`config.mk`:
```
export PLATFORM = sky130hd
export DESIGN_NAME = divisor_clk_multi_flat
export DESIGN_NICKNAME = d
export VERILOG_FILES = /design/src/rtl/divisor_clk_multi_if.sv /design/src/rtl/divisor_clk_multi.sv /design/src/flat_wrapper.sv
export SDC_FILE = /design/constraint.sdc
export NUM_CORES = 1
export LEC_CHECK = 0
export CAP_MARGIN = 25
export CORE_MARGIN = 4
export CORE_UTILIZATION = 39
export CTS_BUF_LIST = sky130_fd_sc_hd__clkbuf_8
export DETAILED_ROUTE_END_ITERATION = 12
export PLACE_DENSITY = 0.54
export SLEW_MARGIN = 20
export SYNTH_ARGS = -nofsm -noshare
export SYNTH_HDL_FRONTEND = slang
export SYNTH_SLANG_ARGS = --single-unit
```
`constraint.sdc`:
```
create_clock -name i_clk -period 3.5 [get_ports i_clk]
set_input_delay 0.7 -clock i_clk [delete_from_list [all_inputs] [get_ports i_clk]]
set_output_delay 0.7 -clock i_clk [all_outputs]
set_load 0.05 [all_outputs]
```
`src/rtl/divisor_clk_multi_if.sv`:
```
// Purpose : control/status bundle for the multi-channel clock divider.
// Signals : i_en, i_mode, i_div, i_load, i_sync   -> divider inputs
//           o_divclk, o_tick, o_pending          <- divider outputs (registered)
// The slave modport is the divider, the master modport drives it.
interface divisor_clk_multi_if #(
    parameter int unsigned N_CH  = 2,
    parameter int unsigned DIV_W = 7
);
    logic [N_CH-1:0]       i_en;
    logic [N_CH-1:0]       i_mode;
    logic [N_CH*DIV_W-1:0] i_div;
    logic [N_CH-1:0]       i_load;
    logic                  i_sync;
    logic [N_CH-1:0]       o_divclk;
    logic [N_CH-1:0]       o_tick;
    logic [N_CH-1:0]       o_pending;

    modport master (
        output i_en, i_mode, i_div, i_load, i_sync,
        input  o_divclk, o_tick, o_pending
    );

    modport slave (
        input  i_en, i_mode, i_div, i_load, i_sync,
        output o_divclk, o_tick, o_pending
    );
endinterface

```
`src/rtl/divisor_clk_multi.sv`:
```
// Purpose : N_CH independent runtime-programmable clock dividers with toggle
//           (50% duty) or single-cycle pulse output, glitch-free divisor
//           reload at period boundaries and a global phase-align strobe.
// Ports   : i_clk    - system clock, rising edge
//           i_reset  - synchronous active-low reset
//           bus      - divisor_clk_multi_if.slave (enable, mode, divisor,
//                      load, sync in; divided clock, tick, pending out)
module divisor_clk_multi #(
    parameter int unsigned      N_CH    = 2,
    parameter int unsigned      DIV_W   = 7,
    parameter int unsigned      CNT_W   = 10,
    parameter logic [DIV_W-1:0] DEF_DIV = DIV_W'(9)
) (
    input  logic                i_clk,
    input  logic                i_reset,
    divisor_clk_multi_if.slave  bus
);

    // Elaboration-time parameter sanity
    if (CNT_W < DIV_W) begin : g_bad_cnt_w
        $error("divisor_clk_multi: CNT_W must be >= DIV_W");
    end
    if (N_CH < 1) begin : g_bad_n_ch
        $error("divisor_clk_multi: N_CH must be >= 1");
    end

    logic [CNT_W-1:0] r_cnt      [N_CH];
    logic [DIV_W-1:0] r_div_act  [N_CH];
    logic [DIV_W-1:0] r_div_pend [N_CH];
    logic [N_CH-1:0]  r_mode;
    logic [N_CH-1:0]  r_divclk;
    logic [N_CH-1:0]  r_tick;
    logic [N_CH-1:0]  r_pending;

    logic [CNT_W-1:0] w_cnt      [N_CH];
    logic [DIV_W-1:0] w_div_act  [N_CH];
    logic [DIV_W-1:0] w_div_pend [N_CH];
    logic [N_CH-1:0]  w_mode;
    logic [N_CH-1:0]  w_divclk;
    logic [N_CH-1:0]  w_tick;
    logic [N_CH-1:0]  w_pending;

    logic [DIV_W-1:0] w_div_in   [N_CH];
    logic [DIV_W-1:0] w_div_next [N_CH];
    logic [N_CH-1:0]  w_term;

    // Per-channel divisor slice, terminal compare and next-period divisor
    for (genvar g = 0; g < N_CH; g++) begin : g_ch
        assign w_div_in[g]   = bus.i_div[g*DIV_W +: DIV_W];
        assign w_term[g]     = (r_cnt[g] == CNT_W'(r_div_act[g]));
        // A same-edge load beats a queued one; otherwise a queued one is applied
        assign w_div_next[g] = bus.i_load[g] ? w_div_in[g]
                             : (r_pending[g] ? r_div_pend[g] : r_div_act[g]);
    end

    // Next-state logic: Sync > En=0 > counting (reset handled in the register)
    always_comb begin
        for (int unsigned ch = 0; ch < N_CH; ch++) begin
            w_cnt[ch]      = r_cnt[ch];
            w_div_act[ch]  = r_div_act[ch];
            w_div_pend[ch] = r_div_pend[ch];
            w_mode[ch]     = r_mode[ch];
            w_divclk[ch]   = r_divclk[ch];
            w_tick[ch]     = 1'b0;
            w_pending[ch]  = r_pending[ch];

            if (bus.i_sync || !bus.i_en[ch]) begin
                // Restart: outputs parked low, any divisor change lands now
                w_cnt[ch]     = '0;
                w_divclk[ch]  = 1'b0;
                w_div_act[ch] = w_div_next[ch];
                w_pending[ch] = 1'b0;
                w_mode[ch]    = bus.i_mode[ch];
            end else if (w_term[ch]) begin
                w_cnt[ch]     = '0;
                w_tick[ch]    = 1'b1;
                w_div_act[ch] = w_div_next[ch];
                w_pending[ch] = 1'b0;
                w_mode[ch]    = bus.i_mode[ch];
                if (bus.i_mode[ch]) begin
                    // Leaving toggle while high: close that half-period instead of pulsing
                    w_divclk[ch] = !(!r_mode[ch] && r_divclk[ch]);
                end else begin
                    w_divclk[ch] = !r_divclk[ch];
                end
            end else begin
                w_cnt[ch] = r_cnt[ch] + CNT_W'(1);
                if (r_mode[ch]) begin
                    w_divclk[ch] = 1'b0;
                end
                if (bus.i_load[ch]) begin
                    w_div_pend[ch] = w_div_in[ch];
                    w_pending[ch]  = 1'b1;
                end
            end
        end
    end

    // State register with synchronous active-low reset
    always_ff @(posedge i_clk) begin
        if (!i_reset) begin
            for (int unsigned ch = 0; ch < N_CH; ch++) begin
                r_cnt[ch]      <= '0;
                r_div_act[ch]  <= DEF_DIV;
                r_div_pend[ch] <= DEF_DIV;
            end
            r_mode    <= '0;
            r_divclk  <= '0;
            r_tick    <= '0;
            r_pending <= '0;
        end else begin
            for (int unsigned ch = 0; ch < N_CH; ch++) begin
                r_cnt[ch]      <= w_cnt[ch];
                r_div_act[ch]  <= w_div_act[ch];
                r_div_pend[ch] <= w_div_pend[ch];
            end
            r_mode    <= w_mode;
            r_divclk  <= w_divclk;
            r_tick    <= w_tick;
            r_pending <= w_pending;
        end
    end

    assign bus.o_divclk  = r_divclk;
    assign bus.o_tick    = r_tick;
    assign bus.o_pending = r_pending;

endmodule
```
`src/flat_wrapper.sv`:
```
// flat-port wrapper written by rule: the top's interface ports become plain ports
module divisor_clk_multi_flat 
#(
    parameter int unsigned      N_CH    = 2,
    parameter int unsigned      DIV_W   = 7,
    parameter int unsigned      CNT_W   = 10,
    parameter logic [DIV_W-1:0] DEF_DIV = DIV_W'(9)
)
  (i_clk, i_reset, bus_i_en, bus_i_mode, bus_i_div, bus_i_load, bus_i_sync, bus_o_divclk, bus_o_tick, bus_o_pending);
  divisor_clk_multi_if #(.N_CH(N_CH), .DIV_W(DIV_W)) bus_i ();
  input  logic i_clk;
  input  logic i_reset;
  input wire logic [$bits(bus_i.i_en)-1:0] bus_i_en;
  input wire logic [$bits(bus_i.i_mode)-1:0] bus_i_mode;
  input wire logic [$bits(bus_i.i_div)-1:0] bus_i_div;
  input wire logic [$bits(bus_i.i_load)-1:0] bus_i_load;
  input wire logic [$bits(bus_i.i_sync)-1:0] bus_i_sync;
  output wire logic [$bits(bus_i.o_divclk)-1:0] bus_o_divclk;
  output wire logic [$bits(bus_i.o_tick)-1:0] bus_o_tick;
  output wire logic [$bits(bus_i.o_pending)-1:0] bus_o_pending;
  assign bus_i.i_en = bus_i_en;
  assign bus_i.i_mode = bus_i_mode;
  assign bus_i.i_div = bus_i_div;
  assign bus_i.i_load = bus_i_load;
  assign bus_i.i_sync = bus_i_sync;
  assign bus_o_divclk = bus_i.o_divclk;
  assign bus_o_tick = bus_i.o_tick;
  assign bus_o_pending = bus_i.o_pending;
  divisor_clk_multi #(.N_CH(N_CH), .DIV_W(DIV_W), .CNT_W(CNT_W), .DEF_DIV(DEF_DIV)) u_core (.i_clk(i_clk), .i_reset(i_reset), .bus(bus_i));
endmodule
```
==> results of run 1 <==
==> cells by family (layout without fill, tap and decap cells) <==
group	Yosys count	count (layout)	share of synthesized area, %
multiplexers	30	30	10.4
AND/OR/NAND/NOR	150	150	27.1
adder cells (fa/ha/maj)	2	2	0.866
flip-flops	56	56	38.8
AO/OA/AOI/OAI	40	40	10.3
buffers and inverters	24	45	3.42
XOR/XNOR	30	30	9.09
==> registers in the layout (all words and copies together), names as in the netlist <==
| signal | count |
|---|---|
| u_core.r_div_pend | 14 |
| u_core.r_mode | 2 |
| u_core.bus.o_divclk | 2 |
| u_core.bus.o_tick | 2 |
| u_core.bus.o_pending | 2 |
| u_core.r_div_act | 14 |
| u_core.r_cnt | 20 |
==> power by group through the flow <==
stage	clock, mW	sequential, mW	combinational (mW)
after floorplan	0	0.685	0.107
after global placement	0	0.686	0.162
after detailed placement	0	0.686	0.164
after CTS	0.471	0.672	0.164
after global routing	0.490	0.674	0.183
final	0.454	0.671	0.164
==> per-layer routing <==
layer,part of all wire (%),vias to the layer above,track usage [%]
li1,-,1241,-
met1,48,1102,20.0
met2,49,28,25.0
met3,2.5,6,2.72
met4,1.1,0,4.81
met5,0,-,0
==> cell type report <==
cell class	count	area [um2]
Fill cell	733	3850
Multi-Input combinational cell	252	1670
Sequential cell	56	1120
Timing Repair Buffer	35	325
Tap cell	99	124
Clock buffer	6	82.6
Clock inverter	2	38.8
Inverter	2	7.51
==> critical path, delay by kind of cell <==
kind            cells  cell delay [ns]
simple gates        2             0.64
buf+inv             1             0.82
compound gates      1             0.39
==> layout by cell type (no fill, tap or decap), drive strengths merged, types with 4 or more instances in the layout <==
cell type | synthesis | routed
buf | 4 | 7
nor3 | 6 | 6
nor4b | 15 | 15
xnor2 | 23 | 23
xor2 | 7 | 7
nand2 | 44 | 44
nor2 | 32 | 32
a21oi | 4 | 4
or4 | 10 | 10
a31oi | 10 | 10
o2111ai | 10 | 10
clkbuf | 18 | 7
nor2b | 16 | 16
o21ai | 6 | 6
dfxtp | 56 | 56
clkdlybuf4s50 | 0 | 27
a32o | 4 | 4
mux2i | 30 | 30
a311oi | 4 | 4
nand3 | 18 | 18
==> worst paths after layout <==
check | to | slack [ns] | cells past startpoint
min reg2reg | u_core.r_div_pend[0][2]$_SDFFE_PN0P_ | 0.46 | 2
max | u_core.r_div_act[0][6]$_SDFFE_PN0P_ | 1.21 | 4
min | u_core.r_div_pend[0][2]$_SDFFE_PN0P_ | 0.46 | 2
max reg2reg | u_core.r_div_act[0][13]$_SDFFE_PN0P_ | 1.58 | 4
==> metrics.md, run 1 <==
| Metric | Value |
|---|---|
| Setup Buffers After CTS | `0` |
| Fin worst setup slack | `1.21 ns` |
| Initial antenna violation count | `0` |
| Share of post-route cells with drive strength above 1 | `under 10%` |
| Worst r2r src | `u_core.r_cnt[0][10]$_SDFF_PP0_` |
| Die Wd | `roughly 94 um` |
| Routed via count | `about 2400` |
| Sequential share of the synthesized area | `38.8%` |
| Clock transition at path regs | `around 0.10 ns` |
| Placed insts | `443` |
| Post-route ant nets | `0` |
| Height of the die | `approximately 94 um` |
| First-pass GRT wire length | `10800 um` |
| Number of distinct library cells after synthesis | `29` |
| Wire length per cell | `between 10 and 15 um` |
| Cts hold-fix bufs | `0` |
| CTS tree | `yes` |
| Cell-internal power | `~0.96 mW` |
| Synth Flop Type | `dfxtp_1` |
| Combinational fraction of design power | `around 13%` |
| Register bit total from synthesis | `56` |
| Synth Instances | `around 330` |
| Final hold violations | `0` |
| Top cell type's share of synthesized area | `38.8%` |
| Worst slew pin tran | `between 0.7 and 0.8 ns` |
| Worst Hold Launch | `u_core.r_div_pend[0][2]$_SDFFE_PN0P_` |
| WL final | `roughly 6400 um` |
| Final setup skew | `between 0.009 and 0.01 ns` |
| Placed cell area | `around 3200 um2` |
| Final period utilization | `65.4%` |
| PwrDens | `between 300 and 400 nW/um2` |
| Max-cap violations | `0` |
| Post-synth EDFFs | `0` |
| Final core utilization | `46.7%` |
| Clock Path Buffers | `2` |
| Ant diodes | `0` |
| Fmax | `approximately 440 MHz` |
| Post-synth design cell area | `just under 3000 um2` |
| Final setup viols | `0` |
| Synth area leaders | `dfxtp_1 (39%), mux2i_1 (10%), xnor2_1 (7.0%)` |
| Overall power | `1.29 mW` |
| Setup TNS | `0 ns` |
| Min Hold Slack | `approximately 0.46 ns` |
| Drt pass-1 iters | `4` |
| Row Count | `31` |
| CP Launch Type | `input pin` |
| Vias in the first global route | `2218` |
| Max VDD drop | `a little over 200 uV` |
| Inserted Clock Buffers | `5` |
| Min Clock Period, post-route | `roughly 2.3 ns` |
| Slowest CP cell | `clkdlybuf4s50_1` |
| Avg Cell Area, Syn | `8.70 um2` |
| Clock Sinks | `56` |
| Die ar. | `a little under 9000 um2` |
| Clk network pwr share | `35.2%` |
| Fin cells | `between 400 and 500` |
| P_leak | `1.12 nW` |
| Status | `finished, final reports clean` |
| Detailed Place HPWL | `between 4000 and 5000 um` |
| Fin area | `around 3400 um2` |
| Seq pwr share | `52.1%` |
| Worst-path fanout max | `10` |
| Slew headroom | `between 50% and 60%` |
| WS Path Type | `input pin to flop` |
| Arrival time worst endpoint | `around 2.6 ns` |
| Layout Area Growth over Synthesis | `16.6%` |
| Core area | `between 7000 and 8000 um2` |
| RSZ-0062 raised after global routing | `false` |
| Largest net degree at the start of global routing | `32` |
| Crit-path cells | `clkdlybuf4s50_1 > o21ai_0 > or4_1 > nand3_1` |
| CP endpoint kind | `flop` |
| Yosys warning total | `0` |
| Post-CTS sizing | `0` |
| Nets@finish | `between 300 and 400` |
| CP Launch Point | `bus_i_load[0]` |
| Root Driver | `clkbuf_8` |
| Detailed-route DRC error count | `0` |
| Cell taking the most area after synthesis | `dfxtp_1` |
| Commonest cells in the netlist | `dfxtp_1 (56), nand2_1 (44), nor2_1 (32), mux2i_1 (30), xnor2_1 (23)` |
| Sw frac | `25.4%` |
| PortBufs | `28` |
| Synthesized net count | `approximately 360` |
| Total GRT Usage | `around 15%` |
| Psw | `0.327 mW` |
| Worst path required time | `approximately 3.8 ns` |
| H-tree depth | `2` |
| Initial Util | `40.0%` |
| GPL Wtd Cong | `around 0.75` |
| Pre-CTS setup slack | `about 0.9 ns` |
| Critical path's largest stage delay | `0.82 ns` |
| Vias per std cell | `approximately 5.3` |
| Cell with the most instances after synthesis | `dfxtp_1` |
| Grt ovf | `0` |
| Drt initial violations | `48` |
| Slew Limit Fails | `0` |
| Boundary Pins | `29` |
| Hold/Removal Path Class | `flop to flop` |
| Clk_lat worst skew | `between 0.3 and 0.4 ns` |
| Ys async rst share | `0%` |
Power figures use the tool's default switching activity.
==> run 2, diff against run 1 <==
Settings changed: PLACE_DENSITY 0.54 to 0.56.
Clock period 3.5 ns to 1.9 ns, I/O delays scaled along.
==> metrics.md, run 2 (synthesis results as in run 1) <==
| Metric | Value |
|---|---|
| Height of the die | `94.1 um (unchanged)` |
| Min Hold Slack | `0.464 ns (+0.00451 ns)` |
| Die Wd | `94.1 um (unchanged)` |
| Worst hold path depth | `2 (unchanged)` |
| Initial antenna violation count | `0 (unchanged)` |
| Ant diodes | `0 (unchanged)` |
| RSZ-0062 raised after global routing | `false` |
| CP Launch Point | `u_core.r_div_act[0][10]$_SDFFE_PN1P_` |
| Drt pass-1 iters | `4 (unchanged)` |
| Routed via count | `2411 (+1.4%)` |
| Dominant delay contributor by cell family on the critical path | `simple AND/OR/NAND/NOR gates` |
| Fmax | `around 550 MHz` |
| WL final | `6470 um (+1.8%)` |
| H-tree depth | `2 (unchanged)` |
| Min Clock Period, post-route | `1.81 ns` |
| Worst-path fanout max | `11 (+1)` |
| Die ar. | `8850 um2 (unchanged)` |
| Inserted Clock Buffers | `5 (unchanged)` |
| Largest registers | `u_core.r_cnt x20, u_core.r_div_act x14, u_core.r_div_pend x14` |
| Total GRT Usage | `15.6% (+0.50 points)` |
| P_leak | `1.23 nW (+10%)` |
| Most common cell after layout, fill and taps aside | `dfxtp_1` |
| Detailed-route DRC error count | `0 (unchanged)` |
| Slew Limit Fails | `0 (unchanged)` |
| Cell-internal power | `1.65 mW (+72%)` |
| Most frequent cells in the layout | `dfxtp_1 (56), nand2_1 (44), nor2_1 (32)` |
| Post-route ant nets | `0 (unchanged)` |
| GPL Wtd Cong | `0.753 (+0.31%)` |
| Vias in the first global route | `2314 (+4.3%)` |
| Core area | `7210 um2 (unchanged)` |
| Setup Buffers After CTS | `0 (unchanged)` |
| Clk_lat worst skew | `0.31 ns (about the same)` |
| Placed cell area | `3400 um2 (+4.9%)` |
| Sw frac | `26.4% (+1.0 points)` |
| Final hold violations | `0 (unchanged)` |
| CTS tree | `yes` |
| WS Path Type | `flop to flop` |
| CP Launch Type | `flop` |
| Arrival time worst endpoint | `2.00 ns (-0.55 ns)` |
| Status | `finished, final reports clean` |
| Reg2Reg Depth | `5 (+1)` |
| Detailed Place HPWL | `4840 um (+7.6%)` |
| Fin worst setup slack | `0.0918 ns (-1.12 ns)` |
| Final setup viols | `0 (unchanged)` |
| Share of post-route cells with drive strength above 1 | `10.8% (+5.4 points)` |
| Psw | `0.593 mW (+81%)` |
| Reg with most FFs | `u_core.r_cnt` |
| Hold/Removal Path Class | `flop to flop` |
| Final period utilization | `between 90% and 100%` |
| Seq pwr share | `55.1% (+3.0 points)` |
| Cell count along the critical path | `5 (+1)` |
| Largest net degree at the start of global routing | `33 (+3.1%)` |
| Slew headroom | `44.4% (-6.1 points)` |
| Crit path buf inv count | `1 (unchanged)` |
| Boundary Pins | `29 (unchanged)` |
| Root Driver | `clkbuf_8` |
| Pre-CTS setup slack | `-0.0566 ns (-0.936 ns)` |
| PwrDens | `641 nW/um2 (+68%)` |
| PortBufs | `28 (unchanged)` |
| Clk network pwr share | `30.1% (-5.1 points)` |
| Combinational fraction of design power | `14.8% (+2.1 points)` |
| Worst r2r src | `u_core.r_div_act[0][10]$_SDFFE_PN1P_` |
| Final setup skew | `0.00742 ns (-0.00255 ns)` |
| Initial Util | `40.0% (unchanged)` |
| Row Count | `31 (unchanged)` |
| CP endpoint kind | `flop` |
| Nets@finish | `395 (+4.8%)` |
| Crit-path cells | `xor2_1 > or4b_4 > buf_4 > nor4b_1 > a311oi_1` |
| Clock Path Buffers | `2 (unchanged)` |
| Wire length per cell | `13.8 um (-2.1%)` |
| Vias per std cell | `5.13 (-2.5%)` |
| Slowest CP cell | `or4b_4` |
| Clock Sinks | `56 (unchanged)` |
| Setup TNS | `0 ns (unchanged)` |
| Clock transition at path regs | `0.10 ns (about the same)` |
| Number of flip-flops under the largest register name | `20 (unchanged)` |
| Worst slew pin tran | `0.825 ns (+0.0912 ns)` |
| Grt ovf | `0 (unchanged)` |
| Critical path's largest stage delay | `0.61 ns (-0.21 ns)` |
| Worst Hold Launch | `u_core.r_div_pend[0][2]$_SDFFE_PN0P_` |
| Worst path required time | `2.09 ns (-1.67 ns)` |
| First-pass GRT wire length | `11100 um (+3.1%)` |
| Max VDD drop | `305 uV (+50%)` |
| Fin area | `3510 um2 (+4.1%)` |
| Layout Area Growth over Synthesis | `21.4%` |
| Max-cap violations | `0 (unchanged)` |
| Drt initial violations | `77 (+60%)` |
run 2: changes by cell type in the layout (fill, tap and decap cells not counted), sizes merged:
cell / change
inv: +2
dlymetal6s2s: +1
bufinv: -1
clkbuf: -1
clkdlybuf4s50: -4
clkinv: -1
buf: +22
run 2: power by group through the flow:
stage | registers (mW) | clock network [mW] | logic (mW)
global placement | 1.27 | 0 | 0.329
global route | 1.24 | 0.732 | 0.369
detailed placement | 1.27 | 0 | 0.333
CTS | 1.24 | 0.697 | 0.334
floorplan | 1.26 | 0 | 0.197
finish | 1.24 | 0.676 | 0.334
run 2: layout make-up:
class	count	area (um2)
multi-input combinational	252	1680
tap	99	124
clock buffer	6	82.6
clock inverter	2	7.51
fill	757	3710
timing repair buffer	53	483
inverter	2	7.51
sequential	56	1120
run 2: path summary, 6_finish.rpt:
kind                                                to  slack [ns]
hold reg to reg   u_core.r_div_pend[0][2]$_SDFFE_PN0P_        0.46
hold / removal    u_core.r_div_pend[0][2]$_SDFFE_PN0P_        0.46
setup reg to reg  u_core.r_div_act[0][10]$_SDFFE_PN1P_        0.09
setup / recovery  u_core.r_div_act[0][10]$_SDFFE_PN1P_        0.09
run 2: repair_timing:
| action | 4_1_cts | 5_1_grt |
|---|---|---|
| resized for setup | 0 | 4 |
| endpoints found under the hold margin | 0 | 0 |
| hold buffers | 0 | 0 |
| setup endpoints to repair | 0 | 8 |
run 2: stage by stage:
| step | total power [mW] | instances | utilization, % |
|---|---|---|---|
| 2_1_floorplan | 1.46 | 332 | - |
| 3_3_place_gp | 1.59 | 462 | 47.2 |
| 5_1_grt | 2.34 | 470 | 48.6 |
| 3_5_place_dp | 1.60 | 462 | 47.2 |
| 4_1_cts | 2.27 | 470 | 48.4 |
| 6_report | 2.25 | 470 | 48.6 |
run 2: worst reg2reg max path, delay by kind of cell, from the launching register on:
family / cells / cell delay (ns)
buf+inv: 1 / 0.19
flops: 1 / 0.34
simple gates: 2 / 0.92
xor+xnor: 1 / 0.18
compound gates: 1 / 0.08
run 2: layer usage:
layer / share of wire (%) / vias to the layer above / GRT usage (%)
met1: 47 / 1106 / 20.2
li1: - / 1275 / -
met3: 2.7 / 4 / 2.72
met5: 0 / - / 0
met2: 50 / 26 / 27.0
met4: 0.79 / 0 / 3.61
==> run 3, diff against run 2 <==
--- a/config.mk
+++ b/config.mk
@@ -7,2 +7,3 @@
 export LEC_CHECK = 0
+export ABC_AREA = 0
 export CAP_MARGIN = 25
==> constraint.sdc (replaced) <==
create_clock -name i_clk -period 1.9 [get_ports i_clk]
set_input_delay 0.475 -clock i_clk [delete_from_list [all_inputs] [get_ports i_clk]]
set_output_delay 0.475 -clock i_clk [all_outputs]
set_load 0.05 [all_outputs]
==> metrics.md, run 3 (synthesis results as in run 1) <==
| Metric | Value |
|---|---|
| Status | `finished, final reports clean` |
| GPL Wtd Cong | `0.803 (+6.5%)` |
| Slew Limit Fails | `0 (unchanged)` |
| Arrival time worst endpoint | `2.00 ns (about the same)` |
| Clock Path Buffers | `2 (unchanged)` |
| Worst slew pin tran | `0.604 ns (-0.220 ns)` |
| Crit-path cells | `xor2_1 > or4b_4 > buf_4 > nor4b_1 > a311oi_1` |
| CP Launch Type | `flop` |
| Total GRT Usage | `15.7% (+0.11 points)` |
| Wire length per cell | `13.6 um (-0.95%)` |
| Nets@finish | `400 (+1.3%)` |
| RSZ-0062 raised after global routing | `false` |
| CP endpoint kind | `flop` |
| Die Wd | `94.1 um (unchanged)` |
| P_leak | `1.24 nW (+0.74%)` |
| WS Path Type | `flop to flop` |
| Clock transition at path regs | `0.09 ns (about the same)` |
| Max-cap violations | `0 (unchanged)` |
| WL final | `6470 um (+0.11%)` |
| Placed insts | `467 (+1.1%)` |
| H-tree depth | `2 (unchanged)` |
| Max VDD drop | `311 uV (+2.0%)` |
| Clk_lat worst skew | `0.30 ns (about the same)` |
| Initial Util | `40.0% (unchanged)` |
| Vias per std cell | `5.22 (+1.7%)` |
| Largest registers | `u_core.r_cnt x20, u_core.r_div_act x14, u_core.r_div_pend x14` |
| Fill count | `718 (-5.2%)` |
| Root Driver | `clkbuf_8` |
| First-pass GRT wire length | `11200 um (+1.2%)` |
| Final setup viols | `0 (unchanged)` |
| PortBufs | `28 (unchanged)` |
| Slowest CP cell | `or4b_4` |
| CTS tree | `yes` |
| Layout Area Growth over Synthesis | `22.4%` |
| Drt pass-1 iters | `4 (unchanged)` |
| Hold/Removal Path Class | `flop to flop` |
| Reg with most FFs | `u_core.r_cnt` |
| Setup Buffers After CTS | `0 (unchanged)` |
| Drt initial violations | `79 (+2.6%)` |
| Most frequent cells in the layout | `dfxtp_1 (56), nand2_1 (44), buf_4 (34)` |
| PwrDens | `635 nW/um2 (-1.0%)` |
| Worst-path fanout max | `11 (unchanged)` |
| Most common cell after layout, fill and taps aside | `dfxtp_1` |
| Core area | `7210 um2 (unchanged)` |
| Height of the die | `94.1 um (unchanged)` |
| Inserted Clock Buffers | `5 (unchanged)` |
| Ant diodes | `0 (unchanged)` |
| Min Clock Period, post-route | `1.81 ns (+0.00667 ns)` |
| Grt ovf | `0 (unchanged)` |
| Clock Sinks | `56 (unchanged)` |
| Detailed Place HPWL | `4870 um (+0.69%)` |
| Final setup skew | `0.00915 ns (+0.00173 ns)` |
| Initial antenna violation count | `0 (unchanged)` |
| Post-CTS sizing | `0 (unchanged)` |
| Cts hold-fix bufs | `0 (unchanged)` |
| Setup TNS | `0 ns (unchanged)` |
| Final hold violations | `0 (unchanged)` |
| Final period utilization | `95.5% (+0.35 points)` |
| Critical path's largest stage delay | `0.61 ns (about the same)` |
| Largest net degree at the start of global routing | `33 (unchanged)` |
| Row Count | `31 (unchanged)` |
| Slew headroom | `59.3% (+15 points)` |
| Number of flip-flops under the largest register name | `20 (unchanged)` |
| Boundary Pins | `29 (unchanged)` |
| Routed via count | `2478 (+2.8%)` |
| Post-route ant nets | `0 (unchanged)` |
| Vias in the first global route | `2462 (+6.4%)` |
| Die ar. | `8850 um2 (unchanged)` |
| Worst path required time | `2.09 ns (about the same)` |
| Fmax | `551 MHz (-0.37%)` |
| Min Hold Slack | `0.463 ns (-0.00127 ns)` |
| Final core utilization | `49.0% (+0.42 points)` |
| Detailed-route DRC error count | `0 (unchanged)` |
| Fin cells | `475 (+1.1%)` |
| Share of post-route cells with drive strength above 1 | `13.3% (+2.5 points)` |
run 3: stage by stage:
step / instance area (um2) / total power [mW] / setup WS [ns]
after global placement: 3430 / 1.60 / -0.124
after floorplan: 2890 / 1.46 / 0.0960
after CTS: 3520 / 2.29 / 0.00913
final: 3540 / 2.24 / 0.0851
after global routing: 3540 / 2.37 / 0.0215
after detailed placement: 3430 / 1.60 / -0.104
run 3: path summary, 6_finish.rpt:
check / start / endpoint / slack (ns) / cells past startpoint
worst max-delay path: u_core.r_div_act[0][10]$_SDFFE_PN1P_ / u_core.r_div_act[0][10]$_SDFFE_PN1P_ / 0.09 / 5
worst min-delay path: u_core.r_div_pend[0][8]$_SDFFE_PN0P_ / u_core.r_div_pend[0][8]$_SDFFE_PN0P_ / 0.46 / 2
worst max register to register: u_core.r_div_act[0][10]$_SDFFE_PN1P_ / u_core.r_div_act[0][10]$_SDFFE_PN1P_ / 0.09 / 5
worst min register to register: u_core.r_div_pend[0][8]$_SDFFE_PN0P_ / u_core.r_div_pend[0][8]$_SDFFE_PN0P_ / 0.46 / 2
run 3: critical path: cells and delay by family, from the launching register on:
family	cells	cell delay [ns]
AND/OR/NAND/NOR	2	0.93
buffers and inverters	1	0.18
XOR/XNOR	1	0.17
flip-flops	1	0.33
AO/OA/AOI/OAI	1	0.08
run 3: power by group:
group | switching, mW | total, mW | leakage (nW) | internal (mW)
Clock | 0.374 | 0.666 | 0.0510 | 0.292
Combinational | 0.178 | 0.341 | 0.737 | 0.163
Sequential | 0.0288 | 1.24 | 0.455 | 1.21
run 3: area by class of cell:
cell class | count | area [um2] | share of cell area [%]
flip-flops and latches | 56 | 1120 | 31.7
repair buffers | 58 | 510 | 14.4
clock buffers | 6 | 82.6 | 2.34
clock inverters | 2 | 10.0 | 0.283
well taps | 99 | 124 | 3.50
multi-input cells | 252 | 1680 | 47.5
inverters | 2 | 7.51 | 0.212
run 3: routing by layer:
layer,vias up,GRT usage [%],share of wire (%)
met5,-,0,0
met4,0,5.05,0.97
met3,6,2.64,2.9
met2,44,27.5,49
met1,1143,19.6,47
li1,1285,-,-
